==> src/rtl/rom_bus_ctrl.sv <==
`default_nettype none
// ============================================================================
//  Module   : rom_bus_ctrl
//  Purpose  : Z80-side access controller for the two 8 KB pROM halves that
//             together hold the 16 KB Spectrum ROM. It decodes CPU memory
//             reads in 0x0000-0x3FFF, latches the ROM word address, and
//             drives the ROM wrappers' ce/oce/iorq/ad inputs. It also holds
//             wait_n low until the registered pROM output is valid on the
//             shared data bus.
//  Ports    : clk            - system clock; all inputs are synchronous to it
//             reset          - asynchronous, active-low reset
//             addr           - CPU address bus
//             mreq_n, rd_n,
//             wr_n, iorq_n   - CPU bus strobes, active-low
//             rom_ad         - ROM word address, shared by both halves
//             rom0_ce        - chip enable, lower half (0x0000-0x1FFF)
//             rom1_ce        - chip enable, upper half (0x2000-0x3FFF)
//             rom_oce        - output-register enable, shared
//             rom_iorq       - active-high I/O flag to the ROM wrappers
//             wait_n         - CPU wait request, active-low
//             rom_wr_ignored - one-cycle pulse for a write into ROM space
//  Revision : 1.0 - initial release
// ============================================================================
module rom_bus_ctrl #(
  parameter int LATENCY = 2  // clk edges from address to valid dout, 1..7
) (
  input  logic        clk,
  input  logic        reset,
  input  logic [15:0] addr,
  input  logic        mreq_n,
  input  logic        rd_n,
  input  logic        wr_n,
  input  logic        iorq_n,
  output logic [12:0] rom_ad,
  output logic        rom0_ce,
  output logic        rom1_ce,
  output logic        rom_oce,
  output logic        rom_iorq,
  output logic        wait_n,
  output logic        rom_wr_ignored
);

  localparam int             c_cnt_w    = 3;
  localparam logic [c_cnt_w-1:0] c_cnt_load = c_cnt_w'(LATENCY - 1);

  typedef enum logic [1:0] {
    ST_IDLE   = 2'd0,
    ST_ACCESS = 2'd1,
    ST_DRIVE  = 2'd2
  } state_t;

  state_t               r_state;
  state_t               w_state_nxt;
  logic [c_cnt_w-1:0]   r_cnt;
  logic [c_cnt_w-1:0]   w_cnt_nxt;
  logic                 r_bank;
  logic                 w_bank_nxt;
  logic [12:0]          w_ad_nxt;
  logic                 w_ce0_nxt;
  logic                 w_ce1_nxt;
  logic                 w_oce_nxt;
  logic                 w_wait_n_nxt;
  logic                 w_wr_ign_nxt;

  logic w_hit;
  logic w_strobe;

  // An active I/O cycle masks the memory decode even if mreq_n is low.
  assign w_hit    = !mreq_n && iorq_n && (addr[15:14] == 2'b00);
  // The read strobe pair that keeps an access alive once started.
  assign w_strobe = !mreq_n && !rd_n;

  always_comb begin
    w_state_nxt  = r_state;
    w_cnt_nxt    = r_cnt;
    w_bank_nxt   = r_bank;
    w_ad_nxt     = rom_ad;
    w_ce0_nxt    = 1'b0;
    w_ce1_nxt    = 1'b0;
    w_oce_nxt    = 1'b0;
    w_wait_n_nxt = 1'b1;
    w_wr_ign_nxt = 1'b0;

    case (r_state)
      ST_IDLE: begin
        // A read wins over a simultaneous write strobe.
        if (w_hit && !rd_n) begin
          w_state_nxt  = ST_ACCESS;
          w_cnt_nxt    = c_cnt_load;
          w_bank_nxt   = addr[13];
          w_ad_nxt     = addr[12:0];
          w_ce0_nxt    = !addr[13];
          w_ce1_nxt    = addr[13];
          w_oce_nxt    = 1'b1;
          w_wait_n_nxt = 1'b0;
        end else if (w_hit && !wr_n) begin
          w_wr_ign_nxt = 1'b1;
        end
      end

      ST_ACCESS: begin
        // Abort takes priority, including on the final wait cycle.
        if (!w_strobe) begin
          w_state_nxt = ST_IDLE;
        end else begin
          w_ce0_nxt = !r_bank;
          w_ce1_nxt = r_bank;
          w_oce_nxt = 1'b1;
          if (r_cnt == '0) begin
            w_state_nxt  = ST_DRIVE;
            w_wait_n_nxt = 1'b1;
          end else begin
            w_cnt_nxt    = r_cnt - 1'b1;
            w_wait_n_nxt = 1'b0;
          end
        end
      end

      ST_DRIVE: begin
        // Bus is released one clk after the strobe rises.
        if (!w_strobe) begin
          w_state_nxt = ST_IDLE;
        end else begin
          w_ce0_nxt = !r_bank;
          w_ce1_nxt = r_bank;
          w_oce_nxt = 1'b1;
        end
      end

      default: begin
        w_state_nxt = ST_IDLE;
      end
    endcase
  end

  always_ff @(posedge clk or negedge reset) begin
    if (!reset) begin
      r_state        <= ST_IDLE;
      r_cnt          <= '0;
      r_bank         <= 1'b0;
      rom_ad         <= '0;
      rom0_ce        <= 1'b0;
      rom1_ce        <= 1'b0;
      rom_oce        <= 1'b0;
      rom_iorq       <= 1'b0;
      wait_n         <= 1'b1;
      rom_wr_ignored <= 1'b0;
    end else begin
      r_state        <= w_state_nxt;
      r_cnt          <= w_cnt_nxt;
      r_bank         <= w_bank_nxt;
      rom_ad         <= w_ad_nxt;
      rom0_ce        <= w_ce0_nxt;
      rom1_ce        <= w_ce1_nxt;
      rom_oce        <= w_oce_nxt;
      rom_iorq       <= ~iorq_n;
      wait_n         <= w_wait_n_nxt;
      rom_wr_ignored <= w_wr_ign_nxt;
    end
  end

endmodule
`default_nettype wire

==> config.mk <==
export PLATFORM = sky130hd
export DESIGN_NAME = rom_bus_ctrl
export DESIGN_NICKNAME = d
export VERILOG_FILES = /design/src/rtl/rom_bus_ctrl.sv
export SDC_FILE = /design/constraint.sdc
export NUM_CORES = 1
export LEC_CHECK = 0
export BUFFER_PORTS_ARGS = -buffer_cell sky130_fd_sc_hd__clkbuf_2
export CAP_MARGIN = 25
export CORE_MARGIN = 2
export CORE_UTILIZATION = 52
export DETAILED_ROUTE_END_ITERATION = 10
export GPL_TIMING_DRIVEN = 1
export PLACE_DENSITY_LB_ADDON = 0.08
export SKIP_CTS_REPAIR_TIMING = 1
export SLEW_MARGIN = 0
export SYNTH_ARGS = -nofsm -noshare
export SYNTH_HDL_FRONTEND = slang
export SYNTH_SLANG_ARGS = --single-unit
==> constraint.sdc <==
create_clock -name clk -period 4.57 [get_ports clk]
set_clock_uncertainty 0.1 [all_clocks]
set_input_delay 0.6855 -clock clk [delete_from_list [all_inputs] [get_ports clk]]
set_output_delay 0.6855 -clock clk [all_outputs]
set_load 0.005 [all_outputs]
=== Yosys cells after proc, flatten, opt, wreduce, memory -nomap -nowiden ===
Cells that the tools add are included.

* Register bits after elaboration: 25
* Bits of input ports: 22
* Logic and storage cells: 62

* Add/sub/neg operators: 1
* Equality and inequality tests: 7
* Multiplexer cells: 25
* Bitwise operators: 1
* Reductions and logical operators: 18

{| class="wikitable"
|+ Operator list
! operator !! count
|-
| two-way mux 1 bit || 12
|-
| two-way mux 3 bit || 3
|-
| two-way mux 2 bit || 4
|-
| inequality test 2 bit, second input constant || 4
|-
| one-hot mux 1 bit (2 select lines) || 4
|-
| one-hot mux 2 bit (3 select lines) || 1
|-
| one-hot mux 3 bit (2 select lines) || 1
|-
| logical AND 1 bit || 5
|-
| logical NOT 1 bit || 5
|-
| logical NOT 2 bit || 2
|-
| AND reduction 4 bit || 1
|-
| logical NOT 3 bit || 1
|-
| inequality test 3 bit, second input constant || 1
|-
| AND reduction 3 bit || 1
|-
| subtractor 3 x 1 -> 3 bit, second input constant || 1
|-
| equality test 2 x 1 -> 1 bit, second input constant || 1
|-
| equality test 2 bit, second input constant || 1
|-
| AND reduction 2 bit || 1
|-
| nonzero test 2 bit || 1
|-
| OR reduction 2 bit || 1
|-
| inverter 1 bit || 1
|}

=== Logic depth before layout (Yosys ltp) ===
Gate-level depths: netlist of the first run.

* Depth in word-level cells: 7
* Mapped depth: 7
* Depth with buffers taken out: 6

=== Least setup slack after synthesis of the first run ===
OpenSTA, ideal clock, no wires.

* Kind: input to register
* From: input port addr[15]
* To: register r_cnt[2]
* Arrival time: 1,610 ps
* Required time: 4,399 ps
* Slack: 2,790 ps
* Stages on the path: 4
* Buffers on the path: 0
* Cells stage by stage: nor3b_4 -> nand2_2 -> or4_1 -> nand4_1

* Cells in the longest elaborated chain, start to end: 5

{| class="wikitable"
|+ Ends and longest elaborated chain
! element !! line !! source
|-
| from (decl) || 29 || <nowiki>input logic [15:0] addr,</nowiki>
|-
| logical NOT 2 bit || 69 || <nowiki>assign w_hit = !mreq_n && iorq_n && (addr[15:14] == 2'b00);</nowiki>
|-
| logical AND 1 bit || 69 ||
|-
| logical AND 1 bit || 87 || <nowiki>if (w_hit && !rd_n) begin</nowiki>
|-
| inequality test 2 bit (no source line) || - ||
|-
| AND reduction 4 bit (no source line) || - ||
|-
| to (signal assigned) || 150 || <nowiki>r_cnt <= w_cnt_nxt;</nowiki>
|-
| to (decl) || 54 || <nowiki>logic [c_cnt_w-1:0] r_cnt;</nowiki>
|}

Every way passes these cells.
A chain may end at the register's enable or synchronous reset.

=== Final worst setup path of the first run ===
* From: input port mreq_n
* To: register rom0_ce

* Cells in the longest elaborated chain, start to end: 6
* Elaborated cells on any way between the ends: 8
* Those cells by class: 3 x mux; 5 x reduce/logical

{| class="wikitable"
|+ Ends and longest elaborated chain
! element !! line !! source
|-
| from (decl) || 30 || <nowiki>input logic mreq_n,</nowiki>
|-
| logical NOT 1 bit * || 69, 71 ||
|-
| logical AND 1 bit (2 in series) || 69 ||
|-
| logical AND 1 bit || 87 ||
|-
| two-way mux 1 bit || 87 ||
|-
| one-hot mux 1 bit (2 select lines) * || 84 || <nowiki>case (r_state)</nowiki>
|-
| net w_ce0_nxt || 59 || <nowiki>logic w_ce0_nxt;</nowiki>
|-
| to (signal assigned) || 153 || <nowiki>rom0_ce <= w_ce0_nxt;</nowiki>
|-
| to (decl) || 35 || <nowiki>output logic rom0_ce,</nowiki>
|}

Mark *: on every way through the listed nets, which the timed path passes. The rest lies on a longest branch.

==> impl_metrics.toml, run 1 <==
[timing]
holdWs_ns = 0.243
max_freq_mhz = 424
final_max_slew_viol_count = 0
period_share = 0.516
setup_viol = 0
worstMarginPinSlew_ns = 0.813
slew_headroom = 0.456
setup_tns_ns = 0
rsz0062_at_grt = "no"
fin_crit_ns = 2.36
hold_viol = 0

[outcome]
status = "finished clean"

[floorplan]
die-area_um2 = 2730
core_area_um2 = 2210
io_pins = 41
rows = 17
dieHeight_um = 52.2
die_w_um = 52.2
initial_utilization = 0.546

[cells_and_area]
seq_area_um2 = 627
final_cell_mix = "48 x nand2_1, 40 x clkbuf_2, 24 x dfrtp_1, 6 x ha_1"
layout_commonest_cell = "nand2_1"
n_antenna_cell = 0
area_growth_pct = 19.7
finish.instance_area_um2 = 1450
num-nets-final = 199
fillers = 198
fin_cells = 198
drive_gt1_frac = 0.288
multi_input_area_um2 = 536

[power_and_ir_drop]
pwr_density_cell_nw_per_um2 = 506
finalPower_mw = 0.732
vdd_ir_drop_max_v = 0.000252
leakagePower_nw = 0.801

[synthesis]
netlist_area_um2 = 1210
ys_types = 31
ys_ff_latch = 25
syn_avg_cell_area_um2 = 9.16
yosys_warnings = 0
ys_seq_area_frac = 0.519
synth_cells = 132
syn_nets = 160

[grt]
grt_pass1_vias = 961
gr-total-overflow = 0
grtUsageTotal = 0.200
grt_pass1_wl_um = 4040
antenna_found_initial = 0
grt_max_degree = 26

[routing]
dr_wl_met3_um = 150
wl_per_cell_um = 12.0
routed-wl-met2_um = 1120
drc_errors = 0
wl_met1_um = 1070
firstDrtPassIters = 4
detail-route-antenna-nets = 0
drt_iter0_markers = 20
drt_wl_total_um = 2370
highest_layer = "met4"
route.vias.total = 1034
routed_via_density = 5.22

[critical_path]
crit_top_cell = "nor2_1"
crit_arrival_ns = 2.52
r2r_slack_ns = 2.49
crit_type = "primary input to flop"
r2r-start = "r_state[0]"
required_ns = 4.73
reg2regPathDepth = 5
end_kind = "flop"
critPathMaxFanout = 17
cp_slowest_cell = "nand3_1"
cp-start-kind = "primary input"
crit_chain = "clkbuf_2, nor2_1, nand3_1, o22a_1, nor2_1"
r2r_end = "rom0_ce"
slowest_delay_ns = 0.64

[clock_network]
cts-buffers-inserted = 3
clkSinkCount = 25
worstSkewPairLatency_ns = 0.32
htreeDepth = 1
cts_tree = "built"
clock_path_buffers = 2
cts_root_buffer = "clkbuf_4"
path_clk_slew_ns = 0.14

[run]
cap_violations = 0

[placed_design]
place_area_um2 = 1420
hpwl_um = 1770
dpl.cell_count = 194
gp_congestion = 0.760
portBuffers = 40

[worst_hold_path]
min-delay-path-class = "primary input to asynchronous set/reset pin"
## power by group
| part | leakage (nW) | switching [mW] | internal [mW] |
|---|---|---|---|
| registers | 0.319 | 0.0499 | 0.302 |
| logic | 0.468 | 0.146 | 0.132 |
| clock network | 0.0139 | 0.0685 | 0.0334 |
| total | 0.801 | 0.265 | 0.468 |
## worst max path at each step
stage,end,slack (ns),start,cells after the start
after CTS,rom0_ce,2.23,mreq_n,5
after floorplan,r_cnt[2],2.79,addr[15],4
final,rom0_ce,2.21,mreq_n,5
after detailed placement,rom0_ce,1.87,mreq_n,5
after global placement,rom0_ce,1.92,mreq_n,5
after global routing,rom0_ce,1.93,mreq_n,5
## per-stage QoR
step | util | setup WS (ns)
global placement | 0.640 | 1.92
floorplan | - | 2.79
detailed placement | 0.640 | 1.87
CTS | 0.654 | 2.23
finish | 0.654 | 2.21
global route | 0.654 | 1.93
## cell usage after synthesis
library cell,n,area share
nor3b_1,1,0.0062
mux2i_1,1,0.0083
nor3b_4,1,0.016
clkbuf_1,2,0.0062
and2_1,2,0.010
nand2b_1,2,0.010
nor2b_1,1,0.0052
nor2_1,4,0.012
or2_2,2,0.010
a2bb2oi_1,1,0.0072
ha_1,6,0.062
and3_1,2,0.010
o211ai_1,1,0.0062
o22a_1,2,0.014
o211a_1,1,0.0083
a22o_1,1,0.0072
or4_1,1,0.0062
buf_2,4,0.017
nor4bb_1,1,0.0083
a211oi_1,1,0.0062
nand4_1,4,0.021
inv_1,5,0.016
nand2_2,1,0.0052
dfstp_2,1,0.022
dfrtp_1,24,0.50
a22oi_1,1,0.0062
nand3_1,4,0.017
a31oi_1,1,0.0052
o21ai_0,1,0.0041
nand2_1,48,0.15
a21oi_1,5,0.021
## layout make-up
cell class	instances	share of cell area
Clock buffer	3	0.0156
Clock inverter	1	0.00519
Inverter	5	0.0130
Multi-Input combinational cell	96	0.370
Sequential cell	25	0.433
Tap cell	28	0.0242
Timing Repair Buffer	40	0.138
## logic make-up (layout without fill, tap and decap cells)
family	after synthesis	after routing	synth area share
flip-flops	25	25	0.519
AND/OR/NAND/NOR	74	74	0.287
multiplexers	1	1	0.00828
adder cells (fa/ha/maj)	6	6	0.0621
buffers and inverters	11	49	0.0383
AO/OA/AOI/OAI	15	15	0.0859
## metal layers
metal,vias to the layer above,track usage
met5,-,0
li1,511,-
met4,0,0.0897
met3,4,0.0371
met2,32,0.327
met1,487,0.258
## sequential cells by signal (all words and copies together), names as in the netlist
name,flops
rom_ad,13
r_cnt,3
r_state,2
r_bank,1
rom0_ce,1
rom1_ce,1
rom_iorq,1
rom_oce,1
rom_wr_ignored,1
wait_n,1
## critical path, delay by kind of cell
family	cells	cell delay, ns
buf+inv	1	0.09
compound gates	1	0.40
simple gates	3	1.35
Power figures use the tool's default switching activity.
==> inputs of run 2 (changes only) <==
- CORE_UTILIZATION: 52 -> 44
- clock period: 4.57 -> 2.1 ns (I/O delays scaled with it)
==> run 2 against run 1 <==
  * Non-clock buffer count rose by 6
  * Largest cell class unchanged
  * Worst setup slack got worse by 2.0 ns
  * Sequential share of layout area fell by 1.5 points
  * Global-route usage fell by 2.9 points
  * Clock-buffer cell count did not move
  * Total power rose by 120%
  * Final cell count rose by 4.5%
  * Combinational power rose by 130%
  * First-iteration DRC count fell by 25%
  * Worst hold slack got worse by 0.21 ns
==> impl_metrics.toml, run 2 (synthesized netlist as in run 1, its figures left out) <==
[cells_and_area]
num-nets-final = 205
top_register = "rom_ad"
fin_cells = 207
postLayoutCoreUtil = 0.558
final_cell_mix = "48 x nand2_1, 40 x clkbuf_2, 24 x dfrtp_1, 6 x ha_1"
fillers = 252
top_regs = "rom_ad: 13 flops, r_cnt: 3 flops, r_state: 2 flops"
area_growth_pct = 23.9
n_antenna_cell = 0
layout_commonest_cell = "nand2_1"
drive_gt1_frac = 0.307
largest_reg_flops = 13

[run]
cap_violations = 0

[routing]
routed_via_density = 5.11
drt_wl_total_um = 2480
detail-route-antenna-nets = 0
firstDrtPassIters = 4
drc_errors = 0
wl_per_cell_um = 12.0
drt_iter0_markers = 15
route.vias.total = 1058

[critical_path]
critPathMaxFanout = 13
slowest_delay_ns = 0.40
required_ns = 2.25
crit_type = "flop to flop"
cp-start-kind = "flop"
crit_arrival_ns = 2.01
end_kind = "flop"
cp_slowest_cell = "dfrtp_1"
crit_chain = "inv_1, ha_1, or2_2, o211a_1, a21oi_1, mux2i_1"

[timing]
rsz0062_at_grt = "no"
max_freq_mhz = 536
setup_tns_ns = 0
setup_viol = 0
fin_crit_ns = 1.86
worstMarginPinSlew_ns = 0.606
holdWs_ns = 0.0360
period_share = 0.888
slew_headroom = 0.596
final_max_slew_viol_count = 0
hold_viol = 0

[clock_network]
clock_path_buffers = 2
path_clk_slew_ns = 0.14
htreeDepth = 1
clkSinkCount = 25
cts_tree = "built"
cts-buffers-inserted = 3
worstSkewPairLatency_ns = 0.31
cts_root_buffer = "clkbuf_4"

[grt]
grt_pass1_wl_um = 4350
gr-total-overflow = 0
grt_pass1_vias = 1024
antenna_found_initial = 0
grtUsageTotal = 0.171
grt_max_degree = 26

[placed_design]
hpwl_um = 1790
portBuffers = 40
dpl.cell_count = 202
gp_congestion = 0.760

[floorplan]
dieHeight_um = 56.4
initial_utilization = 0.450
core_area_um2 = 2690
rows = 19
die-area_um2 = 3180
die_w_um = 56.4
io_pins = 41

[worst_hold_path]
min-delay-path-class = "primary input to flop"

[power_and_ir_drop]
vdd_ir_drop_max_v = 0.000586
leakagePower_nw = 0.830
pwr_density_cell_nw_per_um2 = 1080
finalPower_mw = 1.61

[outcome]
status = "finished clean"
-- run 2: changes by cell type in the layout (fill, tap and decap cells not counted) --
cell           previous run  this run
buf_4                     0         5
dlygate4sd3_1             0         1
-- run 2: routing by layer --
layer | track usage | vias up | wire length [um]
met1 | 0.215 | 485 | 1110
met4 | 0.0544 | 0 | 15
met3 | 0.0323 | 2 | 151
li1 | - | 525 | -
met2 | 0.296 | 46 | 1200
met5 | 0 | - | 0
-- run 2: worst paths after layout --
path	endpoint	start	slack, ns	depth (start not counted)
hold / removal	rom_iorq	iorq_n	0.04	2
max in group asynchronous	r_bank	reset	1.09	2
min in group asynchronous	rom_iorq	reset	0.42	2
hold reg to reg	rom_ad[11]	rom_ad[11]	0.39	2
setup / recovery	r_state[1]	r_state[1]	0.24	6
setup reg to reg	r_state[1]	r_state[1]	0.24	6
-- run 2: worst max-delay path, delay by kind of cell, from the launching register on --
family | cells | cell delay, ns
multiplexers | 1 | 0.22
adder cells (fa/ha/maj) | 1 | 0.33
buffers and inverters | 1 | 0.08
AO/OA/AOI/OAI | 2 | 0.33
flip-flops | 1 | 0.40
AND/OR/NAND/NOR | 1 | 0.34
-- run 2: layout make-up --
type | count | area, um^2 | area share
flip-flops and latches | 25 | 627 | 0.419
repair buffers | 46 | 248 | 0.165
clock buffers | 3 | 22.5 | 0.0150
well taps | 31 | 38.8 | 0.0259
inverters | 5 | 18.8 | 0.0125
multi-input cells | 96 | 536 | 0.358
clock inverters | 1 | 7.51 | 0.00501
-- run 2: stage by stage --
stage          worst slack [ns]  area [um^2]
2_1_floorplan             0.455         1210
3_3_place_gp              0.386         1460
6_report                  0.236         1500
3_5_place_dp              0.251         1460
4_1_cts                   0.213         1490
5_1_grt                  0.0807         1500
-- run 2: power breakdown --
part	total, mW	switching [mW]	leakage [nW]	internal [mW]
Combinational	0.629	0.327	0.497	0.303
Clock	0.220	0.147	0.0139	0.0726
Sequential	0.766	0.110	0.319	0.656
